[src/rtl/ysyx_23060184_fetch_pc_pkg.sv]
// ----------------------------------------------------------------------------
// ysyx_23060184_fetch_pc_pkg
// Shared constants, state encoding and helpers for the PC-generation stage.
//   FPC_DATA_WIDTH : PC / address width
//   FPC_RESET_PC   : PC loaded on reset
//   FPC_INST_STEP  : sequential fetch increment (bytes)
//   fpc_state_e    : FSM state encoding (IDLE / ISSUE / WAIT)
// ----------------------------------------------------------------------------
package ysyx_23060184_fetch_pc_pkg;

    localparam int          FPC_DATA_WIDTH = 32;
    localparam logic [31:0] FPC_RESET_PC   = 32'h8000_0000;
    localparam logic [31:0] FPC_INST_STEP  = 32'd4;

    typedef enum logic [1:0] {
        FPC_IDLE  = 2'd0,
        FPC_ISSUE = 2'd1,
        FPC_WAIT  = 2'd2
    } fpc_state_e;

    // Redirect targets are forced to a word boundary.
    function automatic logic [FPC_DATA_WIDTH-1:0] fpc_align(
        input logic [FPC_DATA_WIDTH-1:0] addr
    );
        return {addr[FPC_DATA_WIDTH-1:2], 2'b00};
    endfunction

endpackage

[src/rtl/ysyx_23060184_fetch_pc_if.sv]
// ----------------------------------------------------------------------------
// ysyx_23060184_fetch_pc_if
// Handshake / redirect bundle between execute, the fetch unit and the
// PC-generation stage.
//   redirect_valid/redirect_pc : control-flow redirect from execute
//   Iready                     : fetch unit can accept an address
//   Ivalid                     : fetch unit holds a completed instruction
//   Eready                     : consumer takes the instruction this cycle
//   Pvalid/pc                  : fetch request offered by the PC stage
//   Fkill                      : completing instruction is wrong-path
// master = PC stage, slave = its environment.
// ----------------------------------------------------------------------------
interface ysyx_23060184_fetch_pc_if #(
    parameter int DATA_WIDTH = 32
);
    logic                  redirect_valid;
    logic [DATA_WIDTH-1:0] redirect_pc;
    logic                  Iready;
    logic                  Ivalid;
    logic                  Eready;
    logic                  Pvalid;
    logic [DATA_WIDTH-1:0] pc;
    logic                  Fkill;

    modport master (
        input  redirect_valid, redirect_pc, Iready, Ivalid, Eready,
        output Pvalid, pc, Fkill
    );

    modport slave (
        output redirect_valid, redirect_pc, Iready, Ivalid, Eready,
        input  Pvalid, pc, Fkill
    );
endinterface

[src/rtl/ysyx_23060184_fetch_pc_redirect_hold.sv]
// ----------------------------------------------------------------------------
// ysyx_23060184_fetch_pc_redirect_hold
// Remembers a redirect that arrives while a fetch is already in flight and
// produces the PC to use once that fetch completes.
// Ports:
//   clk, reset           : clock, synchronous active-high reset
//   accept_i             : current fetch request is accepted this cycle
//   wait_i               : a fetch is outstanding (FSM in WAIT)
//   complete_i           : outstanding fetch completes this cycle
//   redirect_valid_i/_pc_i : redirect from execute
//   pc_i                 : address of the fetch in flight
//   pend_o               : a redirect is pending for the in-flight fetch
//   redirect_tgt_o       : word-aligned redirect target
//   next_pc_o            : PC after completion (redirect > pending > pc+4)
// ----------------------------------------------------------------------------
module ysyx_23060184_fetch_pc_redirect_hold
    import ysyx_23060184_fetch_pc_pkg::*;
#(
    parameter int DATA_WIDTH = FPC_DATA_WIDTH
) (
    input  logic                  clk,
    input  logic                  reset,
    input  logic                  accept_i,
    input  logic                  wait_i,
    input  logic                  complete_i,
    input  logic                  redirect_valid_i,
    input  logic [DATA_WIDTH-1:0] redirect_pc_i,
    input  logic [DATA_WIDTH-1:0] pc_i,
    output logic                  pend_o,
    output logic [DATA_WIDTH-1:0] redirect_tgt_o,
    output logic [DATA_WIDTH-1:0] next_pc_o
);

    logic                  pend_q,    pend_d;
    logic [DATA_WIDTH-1:0] pend_pc_q, pend_pc_d;

    assign redirect_tgt_o = {redirect_pc_i[DATA_WIDTH-1:2], 2'b00};

    // A redirect in the accept cycle or during WAIT belongs to the fetch in
    // flight; completion consumes it. A redirect in the completion cycle is
    // not stored because it steers next_pc directly.
    always_comb begin
        pend_d    = pend_q;
        pend_pc_d = pend_pc_q;
        if (complete_i) begin
            pend_d = 1'b0;
        end else if (redirect_valid_i && (accept_i || wait_i)) begin
            pend_d    = 1'b1;
            pend_pc_d = redirect_tgt_o;
        end
    end

    always_ff @(posedge clk) begin
        if (reset) begin
            pend_q    <= 1'b0;
            pend_pc_q <= '0;
        end else begin
            pend_q    <= pend_d;
            pend_pc_q <= pend_pc_d;
        end
    end

    always_comb begin
        if (redirect_valid_i)
            next_pc_o = redirect_tgt_o;
        else if (pend_q)
            next_pc_o = pend_pc_q;
        else
            next_pc_o = pc_i + DATA_WIDTH'(FPC_INST_STEP);
    end

    assign pend_o = pend_q;

endmodule

[src/rtl/ysyx_23060184_fetch_pc.sv]
// ----------------------------------------------------------------------------
// ysyx_23060184_fetch_pc
// PC-generation stage in front of the instruction fetch unit. Offers one
// fetch address at a time (Pvalid/pc, accepted by Iready), waits for the
// fetch to complete (Ivalid && Eready), then steps to pc+4 or to the latest
// redirect. Results of fetches overtaken by a redirect are flagged by Fkill.
// Ports:
//   clk, reset : clock, synchronous active-high reset
//   fpc_bus    : ysyx_23060184_fetch_pc_if.master (handshake + redirect)
// Optional (macro YSYX_23060184_FETCH_PERF_EN):
//   perf_fetch_cnt : completions with Fkill=0
//   perf_kill_cnt  : completions with Fkill=1
//   perf_stall_cnt : cycles in ISSUE with Iready=0
// ----------------------------------------------------------------------------
module ysyx_23060184_fetch_pc
    import ysyx_23060184_fetch_pc_pkg::*;
#(
    parameter int                        DATA_WIDTH = FPC_DATA_WIDTH,
    parameter logic [DATA_WIDTH-1:0]     RESET_PC   = FPC_RESET_PC
) (
    input  logic clk,
    input  logic reset,
    ysyx_23060184_fetch_pc_if.master fpc_bus
`ifdef YSYX_23060184_FETCH_PERF_EN
    ,
    output logic [31:0] perf_fetch_cnt,
    output logic [31:0] perf_kill_cnt,
    output logic [31:0] perf_stall_cnt
`endif
);

    fpc_state_e            state_q;
    logic [DATA_WIDTH-1:0] pc_q;
    logic                  pvalid_q;

    logic                  accept;
    logic                  complete;
    logic                  in_wait;
    logic                  pend;
    logic [DATA_WIDTH-1:0] redirect_tgt;
    logic [DATA_WIDTH-1:0] next_pc;

    assign in_wait  = (state_q == FPC_WAIT);
    assign accept   = (state_q == FPC_ISSUE) && pvalid_q && fpc_bus.Iready;
    assign complete = in_wait && fpc_bus.Ivalid && fpc_bus.Eready;

    ysyx_23060184_fetch_pc_redirect_hold #(
        .DATA_WIDTH (DATA_WIDTH)
    ) u_redirect_hold (
        .clk              (clk),
        .reset            (reset),
        .accept_i         (accept),
        .wait_i           (in_wait),
        .complete_i       (complete),
        .redirect_valid_i (fpc_bus.redirect_valid),
        .redirect_pc_i    (fpc_bus.redirect_pc),
        .pc_i             (pc_q),
        .pend_o           (pend),
        .redirect_tgt_o   (redirect_tgt),
        .next_pc_o        (next_pc)
    );

    always_ff @(posedge clk) begin
        if (reset) begin
            state_q  <= FPC_IDLE;
            pc_q     <= RESET_PC;
            pvalid_q <= 1'b0;
        end else begin
            case (state_q)
                FPC_IDLE: begin
                    state_q  <= FPC_ISSUE;
                    pvalid_q <= 1'b1;
                end
                FPC_ISSUE: begin
                    if (accept) begin
                        // Any redirect in this cycle is captured as pending.
                        pvalid_q <= 1'b0;
                        state_q  <= FPC_WAIT;
                    end else if (fpc_bus.redirect_valid) begin
                        pc_q <= redirect_tgt;
                    end
                end
                FPC_WAIT: begin
                    if (complete) begin
                        pc_q     <= next_pc;
                        pvalid_q <= 1'b1;
                        state_q  <= FPC_ISSUE;
                    end
                end
                default: begin
                    state_q  <= FPC_IDLE;
                    pvalid_q <= 1'b0;
                end
            endcase
        end
    end

    assign fpc_bus.Pvalid = pvalid_q;
    assign fpc_bus.pc     = pc_q;
    // The in-flight fetch is wrong-path once any redirect has been seen
    // since it was issued, including one arriving with the result itself.
    assign fpc_bus.Fkill  = in_wait && fpc_bus.Ivalid && (pend || fpc_bus.redirect_valid);

`ifdef YSYX_23060184_FETCH_PERF_EN
    logic [31:0] fetch_cnt_q;
    logic [31:0] kill_cnt_q;
    logic [31:0] stall_cnt_q;

    always_ff @(posedge clk) begin
        if (reset) begin
            fetch_cnt_q <= '0;
            kill_cnt_q  <= '0;
            stall_cnt_q <= '0;
        end else begin
            if (complete && !fpc_bus.Fkill)
                fetch_cnt_q <= fetch_cnt_q + 32'd1;
            if (complete && fpc_bus.Fkill)
                kill_cnt_q <= kill_cnt_q + 32'd1;
            if ((state_q == FPC_ISSUE) && !fpc_bus.Iready)
                stall_cnt_q <= stall_cnt_q + 32'd1;
        end
    end

    assign perf_fetch_cnt = fetch_cnt_q;
    assign perf_kill_cnt  = kill_cnt_q;
    assign perf_stall_cnt = stall_cnt_q;
`endif

endmodule

[src/flat_wrapper.sv]
// flat-port wrapper written by rule: the top's interface ports become plain ports
module ysyx_23060184_fetch_pc_flat import ysyx_23060184_fetch_pc_pkg::*;
#(
    parameter int                        DATA_WIDTH = FPC_DATA_WIDTH,
    parameter logic [DATA_WIDTH-1:0]     RESET_PC   = FPC_RESET_PC
)
  (clk, reset, fpc_bus_redirect_valid, fpc_bus_redirect_pc, fpc_bus_Iready, fpc_bus_Ivalid, fpc_bus_Eready, fpc_bus_Pvalid, fpc_bus_pc, fpc_bus_Fkill);
  ysyx_23060184_fetch_pc_if #(.DATA_WIDTH(DATA_WIDTH)) fpc_bus_i ();
  input  logic clk;
  input  logic reset;
  input wire logic [$bits(fpc_bus_i.redirect_valid)-1:0] fpc_bus_redirect_valid;
  input wire logic [$bits(fpc_bus_i.redirect_pc)-1:0] fpc_bus_redirect_pc;
  input wire logic [$bits(fpc_bus_i.Iready)-1:0] fpc_bus_Iready;
  input wire logic [$bits(fpc_bus_i.Ivalid)-1:0] fpc_bus_Ivalid;
  input wire logic [$bits(fpc_bus_i.Eready)-1:0] fpc_bus_Eready;
  output wire logic [$bits(fpc_bus_i.Pvalid)-1:0] fpc_bus_Pvalid;
  output wire logic [$bits(fpc_bus_i.pc)-1:0] fpc_bus_pc;
  output wire logic [$bits(fpc_bus_i.Fkill)-1:0] fpc_bus_Fkill;
  assign fpc_bus_i.redirect_valid = fpc_bus_redirect_valid;
  assign fpc_bus_i.redirect_pc = fpc_bus_redirect_pc;
  assign fpc_bus_i.Iready = fpc_bus_Iready;
  assign fpc_bus_i.Ivalid = fpc_bus_Ivalid;
  assign fpc_bus_i.Eready = fpc_bus_Eready;
  assign fpc_bus_Pvalid = fpc_bus_i.Pvalid;
  assign fpc_bus_pc = fpc_bus_i.pc;
  assign fpc_bus_Fkill = fpc_bus_i.Fkill;
  ysyx_23060184_fetch_pc #(.DATA_WIDTH(DATA_WIDTH), .RESET_PC(RESET_PC)) u_core (.clk(clk), .reset(reset), .fpc_bus(fpc_bus_i));
endmodule
[config.mk]
export PLATFORM = sky130hd
export DESIGN_NAME = ysyx_23060184_fetch_pc_flat
export DESIGN_NICKNAME = d
export VERILOG_FILES = /design/src/rtl/ysyx_23060184_fetch_pc_pkg.sv /design/src/rtl/ysyx_23060184_fetch_pc_if.sv /design/src/rtl/ysyx_23060184_fetch_pc_redirect_hold.sv /design/src/rtl/ysyx_23060184_fetch_pc.sv /design/src/flat_wrapper.sv
export SDC_FILE = /design/constraint.sdc
export NUM_CORES = 1
export LEC_CHECK = 0
export CAP_MARGIN = 0
export CELL_PAD_IN_SITES_DETAIL_PLACEMENT = 1
export CELL_PAD_IN_SITES_GLOBAL_PLACEMENT = 1
export CORE_MARGIN = 3
export CORE_UTILIZATION = 41
export DETAILED_ROUTE_END_ITERATION = 6
export PLACE_DENSITY = 0.85
export SLEW_MARGIN = 20
export SYNTH_ARGS = -nofsm -noshare
export SYNTH_HDL_FRONTEND = slang
export SYNTH_SLANG_ARGS = --single-unit
[constraint.sdc]
create_clock -name clk -period 3.65 [get_ports clk]
set_input_delay 0.9125 -clock clk [delete_from_list [all_inputs] [get_ports clk]]
set_output_delay 0.9125 -clock clk [all_outputs]
set_load 0.03 [all_outputs]
==> results of run 1 <==
## area by class of cell
cell class / count / area [sq um] / share of cell area
Clock buffer: 12 / 155.1 / 0.03467
Clock inverter: 4 / 20.02 / 0.004473
Inverter: 3 / 11.26 / 0.002516
Multi-Input combinational cell: 371 / 2121 / 0.4739
Sequential cell: 63 / 1261 / 0.2818
Tap cell: 105 / 131.4 / 0.02935
Timing Repair Buffer: 80 / 775.7 / 0.1733
## state kept, by name, indices dropped and copies added (netlist names)
register,count
u_core.fpc_bus.pc,30
u_core.u_redirect_hold.pend_o,1
u_core.u_redirect_hold.pend_pc_q,30
u_core.state_q,2
## worst min-delay path, cell delays in order (launching register included)
cell	delay, ps
dfxtp_1	310
nand2_1	50
a21oi_1	50
## power groups by stage
stage	combinational (uW)	sequential, uW	clock, uW
2_1_floorplan	145	794	0
3_3_place_gp	276	771	0
3_5_place_dp	286	773	0
4_1_cts	288	757	564
5_1_grt	312	764	593
6_report	287	758	554
## metal layers
metal	vias to the layer above	global-route usage	share of wire	wire length [um]
li1	1819	-	-	-
met1	1875	0.3172	0.44	5241
met2	95	0.4135	0.50	5935
met3	15	0.03475	0.048	576
met4	0	0.09430	0.015	175
met5	-	0	0	0
## worst paths after layout
path / start / end / cells after the start
worst max-delay path: fpc_bus_redirect_valid / fpc_bus_Fkill / 3
worst min-delay path: u_core.u_redirect_hold.pend_pc_q[29] / u_core.u_redirect_hold.pend_pc_q[29] / 2
worst max register to register: u_core.fpc_bus.pc[9] / u_core.fpc_bus.pc[24] / 5
worst min register to register: u_core.u_redirect_hold.pend_pc_q[29] / u_core.u_redirect_hold.pend_pc_q[29] / 2
## placed cells by master, fill, tap and decap left out, types with 5 or more instances in the layout
cell type        count
o211ai_1            13
o21ai_1              5
and3_1              11
nand4_1             16
clkbuf_8            11
mux2i_1              5
nor2_1              27
nand2_1            108
a31oi_1              5
nand3_1             17
clkdlybuf4s50_1     66
o21ai_0             16
a211oi_1             6
a21oi_1             56
buf_4               12
dfxtp_1             63
a311oi_1             9
and2_1               5
## cells by family (layout without fill, tap and decap cells)
kind of cell	after synthesis	count (layout)	share of synthesized area
AO/OA/AOI/OAI	140	140	0.2511
XOR/XNOR	7	7	0.01690
adder cells (fa/ha/maj)	1	1	0.003449
buffers and inverters	41	99	0.07175
flip-flops	63	63	0.3477
multiplexers	5	5	0.01380
other	1	2	0.001034
AND/OR/NAND/NOR	216	216	0.2942
## through the flow
stage / utilization / hold slack, ps / instance area, sq um / std cells / setup WS (ps)
floorplan: - / 431.2 / 3631 / 475 / 1500
global placement: 0.5131 / 437.4 / 4300 / 622 / 374.2
detailed placement: 0.5131 / 444.9 / 4300 / 622 / 332.9
CTS: 0.5340 / 454.5 / 4476 / 638 / 332.3
global route: 0.5340 / 470.1 / 4476 / 638 / 263.9
finish: 0.5340 / 453.0 / 4476 / 638 / 344.1
==> flow_summary_export.csv, run 1 <==
group,metric,value,unit
status,status,"complete, no violations",
place,dp_hpwl,8.257,mm
cells_and_area,nets,567,
logic_synthesis,yosysUniqueCellTypes,69,
routing,wirelength,11.93,mm
logic_synthesis,synthTopCellsByArea,"dfxtp_1, nand2_1, a21oi_1",
routing,post-route-drc-count,0,
min_path,hold_path_class,"flip-flop to flip-flop",
floorplan,start_util,0.4328,
floorplan,rows,33,
worst_setup_path,start_kind,"input port",
logic_synthesis,ys.flop_type,"dfxtp_1",
worst_setup_path,max_stage_delay,680,ps
routing,first_iter_violations,144,
pwr,peakVddDrop,173.6,uV
clock_network,htreeDepth,3,
sta,timing.final.crit_share,0.9057,
pwr,pwr-share-comb,0.180,
worst_setup_path,crit_path_end_kind,"output port",
floorplan,core_area,0.008382,sq mm
logic_synthesis,ys_ff_latch,63,
grt,antenna_found_initial,0,
cells_and_area,num_antenna_cells,0,
clock_network,cts_root_buf,"clkbuf_8",
floorplan,die_w,100.1,um
clock_network,path_clk_slew,70,ps
grt,grt_pass1_wl,19.71,mm
floorplan,pin_count,72,
worst_setup_path,cp_num_buf_inv,2,
cells_and_area,filler_cell_count,1051,
routing,vias,3804,
worst_setup_path,critical_path_required,2740,ps
pwr,switching_power,482.5,uW
grt,gr-total-overflow,0,
floorplan,die_h,100.1,um
logic_synthesis,synth.most_common_cell,"nand2_1",
sta,skew,8.402,ps
sta,setup_viol,0,
logic_synthesis,yosysTopAreaCell,"dfxtp_1",
place,place.gp.congestion,0.8504,
clock_network,cts_tree,"yes",
logic_synthesis,synth-edff-count,0,
pwr,p_int,1117,uW
place,place.port_buffers,67,
routing,drt-wirelength-per-cell,18.70,um
logic_synthesis,ys_top_cells_by_count,"nand2_1, dfxtp_1, a21oi_1",
pwr,powerDensity,357.4,mW/mm^2
worst_setup_path,path_class,"input port to output port",
clock_network,clk-insertion-delay-late,350,ps
worst_setup_path,critPathTopFamily,"buffers and inverters",
sta,rsz0062_at_grt,"false",
worst_setup_path,crit_top_cell,"clkdlybuf4s50_1",
pwr,p_total,1600,uW
logic_synthesis,syn_area_per_cell,7.652,sq um
sta,fin_crit,3306,ps
worst_setup_path,reg2reg_setup_slack,1360,ps
worst_setup_path,arrival,2390,ps
pwr,p_clk_frac,0.347,
routing,vias_per_cell,5.962,
sta,fmax,0.3025,GHz
sta,slew_viol_final,0,
grt,grtUsageTotal,0.2451,
logic_synthesis,yosys_warnings,0,
pwr,switching_share,0.3016,
clock_network,clockBufferDepth,2,
logic_synthesis,async_flop_share,0,
floorplan,dieArea,0.01001,sq mm
pwr,power_frac_seq,0.474,
pwr,leakagePower,0.001547,uW
grt,grt_start_max_net_pins,47,
sta,setup-tns-final,0,ps
worst_setup_path,cp_cell_sequence,"clkdlybuf4s50_1 -> o211a_1 -> clkdlybuf4s50_1",
sta,hold_viol_final,0,
worst_setup_path,slowest_stage,"clkdlybuf4s50_1",
clock_network,cts_setup_buffers,0,
cells_and_area,layout-drive-gt1-share,0.08068,
grt,grt_pass1_vias,4005,
clock_network,cts_buffers,9,
logic_synthesis,synth_top_area_share,0.3477,
clock_network,cts_resized,0,
logic_synthesis,syn_area,0.003627,sq mm
sta,tightestPinTransition,921.5,ps
routing,ant_nets,0,
flow_run,maxCapViolCount,0,
clock_network,cts_sinks,63,
clock_network,hold_buffers,0,
routing,first_pass_iters,4,
logic_synthesis,yosysSeqAreaShare,0.3477,
sta,maxSlewHeadroom,0.3856,
cells_and_area,area.growth.synth_to_final,23.39,%
logic_synthesis,syn_inst,474,
worst_setup_path,crit_fanout,8,
Power figures use the tool's default switching activity.
==> run 2: changes to the inputs <==
SETUP_SLACK_MARGIN = 0.4   (was not set)
==> run 2 against run 1 <==
Flip-flop and latch count is the same; worst hold slack about the same; highest routed layer unchanged; critical endpoint unchanged; sequential share of layout area hardly changed.
==> flow_summary_export.csv, run 2 (synthesized netlist as in run 1, its figures left out) <==
group,metric,value,unit
clock_network,cts_tree,"yes",
sta,fmax,0.3299,GHz
grt,grt_pass1_wl,19.71,mm
clock_network,htreeDepth,3,
cells_and_area,ff_latch_area,0.001261,sq mm
floorplan,pin_count,72,
cells_and_area,nets,567,
clock_network,clk-insertion-delay-late,350,ps
sta,fin_crit,3031,ps
floorplan,core_area,0.008382,sq mm
floorplan,start_util,0.4328,
worst_setup_path,start_kind,"input port",
routing,vias_per_cell,5.967,
sta,setup-tns-final,0,ps
clock_network,cts_buffers,9,
grt,antenna_found_initial,0,
pwr,pwr-share-comb,0.180,
grt,grtUsageTotal,0.2451,
worst_setup_path,reg2regPathDepth,5,
sta,slew_viol_final,0,
pwr,powerDensity,357.5,mW/mm^2
worst_setup_path,critical_path_required,2740,ps
clock_network,cts_setup_buffers,0,
cells_and_area,num_antenna_cells,0,
cells_and_area,layout_common_cells,"nand2_1, clkdlybuf4s50_1, dfxtp_1, a21oi_1, nor2_1",
pwr,p_clk_frac,0.347,
pwr,p_int,1117,uW
clock_network,clockBufferDepth,2,
sta,skew,8.402,ps
place,dp_hpwl,8.257,mm
place,dpl_cell_area,0.004300,sq mm
grt,grt_pass1_vias,4005,
cells_and_area,multi_input_area,0.002121,sq mm
routing,ant_nets,0,
sta,tightestPinTransition,920.2,ps
cells_and_area,layout-drive-gt1-share,0.08068,
cells_and_area,post-route-util,0.5338,
floorplan,rows,33,
clock_network,path_clk_slew,70,ps
grt,grt_start_max_net_pins,47,
sta,hold_viol_final,0,
sta,rsz0062_at_grt,"false",
routing,wirelength,11.93,mm
worst_setup_path,path_class,"input port to output port",
clock_network,cts_root_buf,"clkbuf_8",
routing,first_pass_iters,4,
flow_run,maxCapViolCount,0,
place,place.port_buffers,67,
cells_and_area,layout_commonest_cell,"nand2_1",
routing,first_iter_violations,144,
pwr,power_frac_seq,0.474,
clock_network,hold_buffers,0,
worst_setup_path,crit_path_end_kind,"output port",
cells_and_area,fin_area,0.004474,sq mm
min_path,holdPathStages,2,
floorplan,die_h,100.1,um
routing,vias,3807,
pwr,peakVddDrop,173.6,uV
clock_network,cts_sinks,63,
sta,timing.final.crit_share,0.8304,
grt,gr-total-overflow,0,
routing,drt-wirelength-per-cell,18.71,um
cells_and_area,area.growth.synth_to_final,23.35,%
routing,post-route-drc-count,0,
place,place.gp.congestion,0.8504,
sta,maxSlewHeadroom,0.3865,
cells_and_area,filler_cell_count,1052,
worst_setup_path,arrival,2120,ps
worst_setup_path,crit_fanout,8,
min_path,hold_path_class,"flip-flop to flip-flop",
floorplan,dieArea,0.01001,sq mm
status,status,"complete, no violations",
sta,setup_viol,0,
floorplan,die_w,100.1,um
pwr,switching_power,482.6,uW
pwr,leakagePower,0.001552,uW
pwr,switching_share,0.3017,
## run 2: changes by cell type in the layout (fill, tap and decap cells not counted), sizes merged
| cell | delta |
|---|---|
| clkdlybuf4s50 | -1 |
| dlygate4sd2 | +1 |
## run 2: metal layers
layer  global-route usage  share of wire  routed length, um  vias up
met2               0.4135           0.50               5939       93
li1                     -              -                  -     1820
met5                    0              0                  0        -
met3              0.03475          0.048                574       15
met4              0.09430          0.015                175        0
met1               0.3172           0.44               5244     1879
## run 2: critical path, cell delays in order
cell and delay [ps]:
clkdlybuf4s50_1 610, o211a_1 180, dlygate4sd2_1 410
## run 2: area by class of cell
type | count | share of cell area
clock buffers | 12 | 0.03468
clock inverters | 4 | 0.004474
inverters | 3 | 0.002517
multi-input cells | 371 | 0.4740
flip-flops and latches | 63 | 0.2819
well taps | 105 | 0.02936
repair buffers | 80 | 0.1731
## run 2: power by group through the flow
stage,Sequential [uW],Combinational [uW],Clock (uW)
floorplan,794,145,0
global placement,771,276,0
global route,764,312,593
finish,758,287,554
CTS,757,288,564
detailed placement,773,286,0
## run 2: per-stage QoR
stage	instances	hold slack [ps]	setup slack [ps]	total power, uW
3_3_place_gp	622	437.4	374.2	1047
4_1_cts	638	454.5	606.3	1609
2_1_floorplan	475	431.2	1500	938.5
3_5_place_dp	622	444.9	332.9	1059
6_report	638	453.0	619.1	1600
5_1_grt	638	470.1	538.7	1669
## run 2: what timing repair did
| action | 4_1_cts | 5_1_grt |
|---|---|---|
| resized for setup | 1 | 0 |
| endpoints found under the setup margin | 1 | 0 |
| hold endpoints to repair | 0 | 0 |
## run 2: worst paths after layout
| kind | startpoint | endpoint | slack (ps) |
|---|---|---|---|
| setup / recovery | fpc_bus_redirect_valid | fpc_bus_Fkill | 620 |
| hold / removal | u_core.u_redirect_hold.pend_pc_q[29] | u_core.u_redirect_hold.pend_pc_q[29] | 450 |
| setup reg to reg | u_core.fpc_bus.pc[9] | u_core.fpc_bus.pc[24] | 1360 |
| hold reg to reg | u_core.u_redirect_hold.pend_pc_q[29] | u_core.u_redirect_hold.pend_pc_q[29] | 450 |
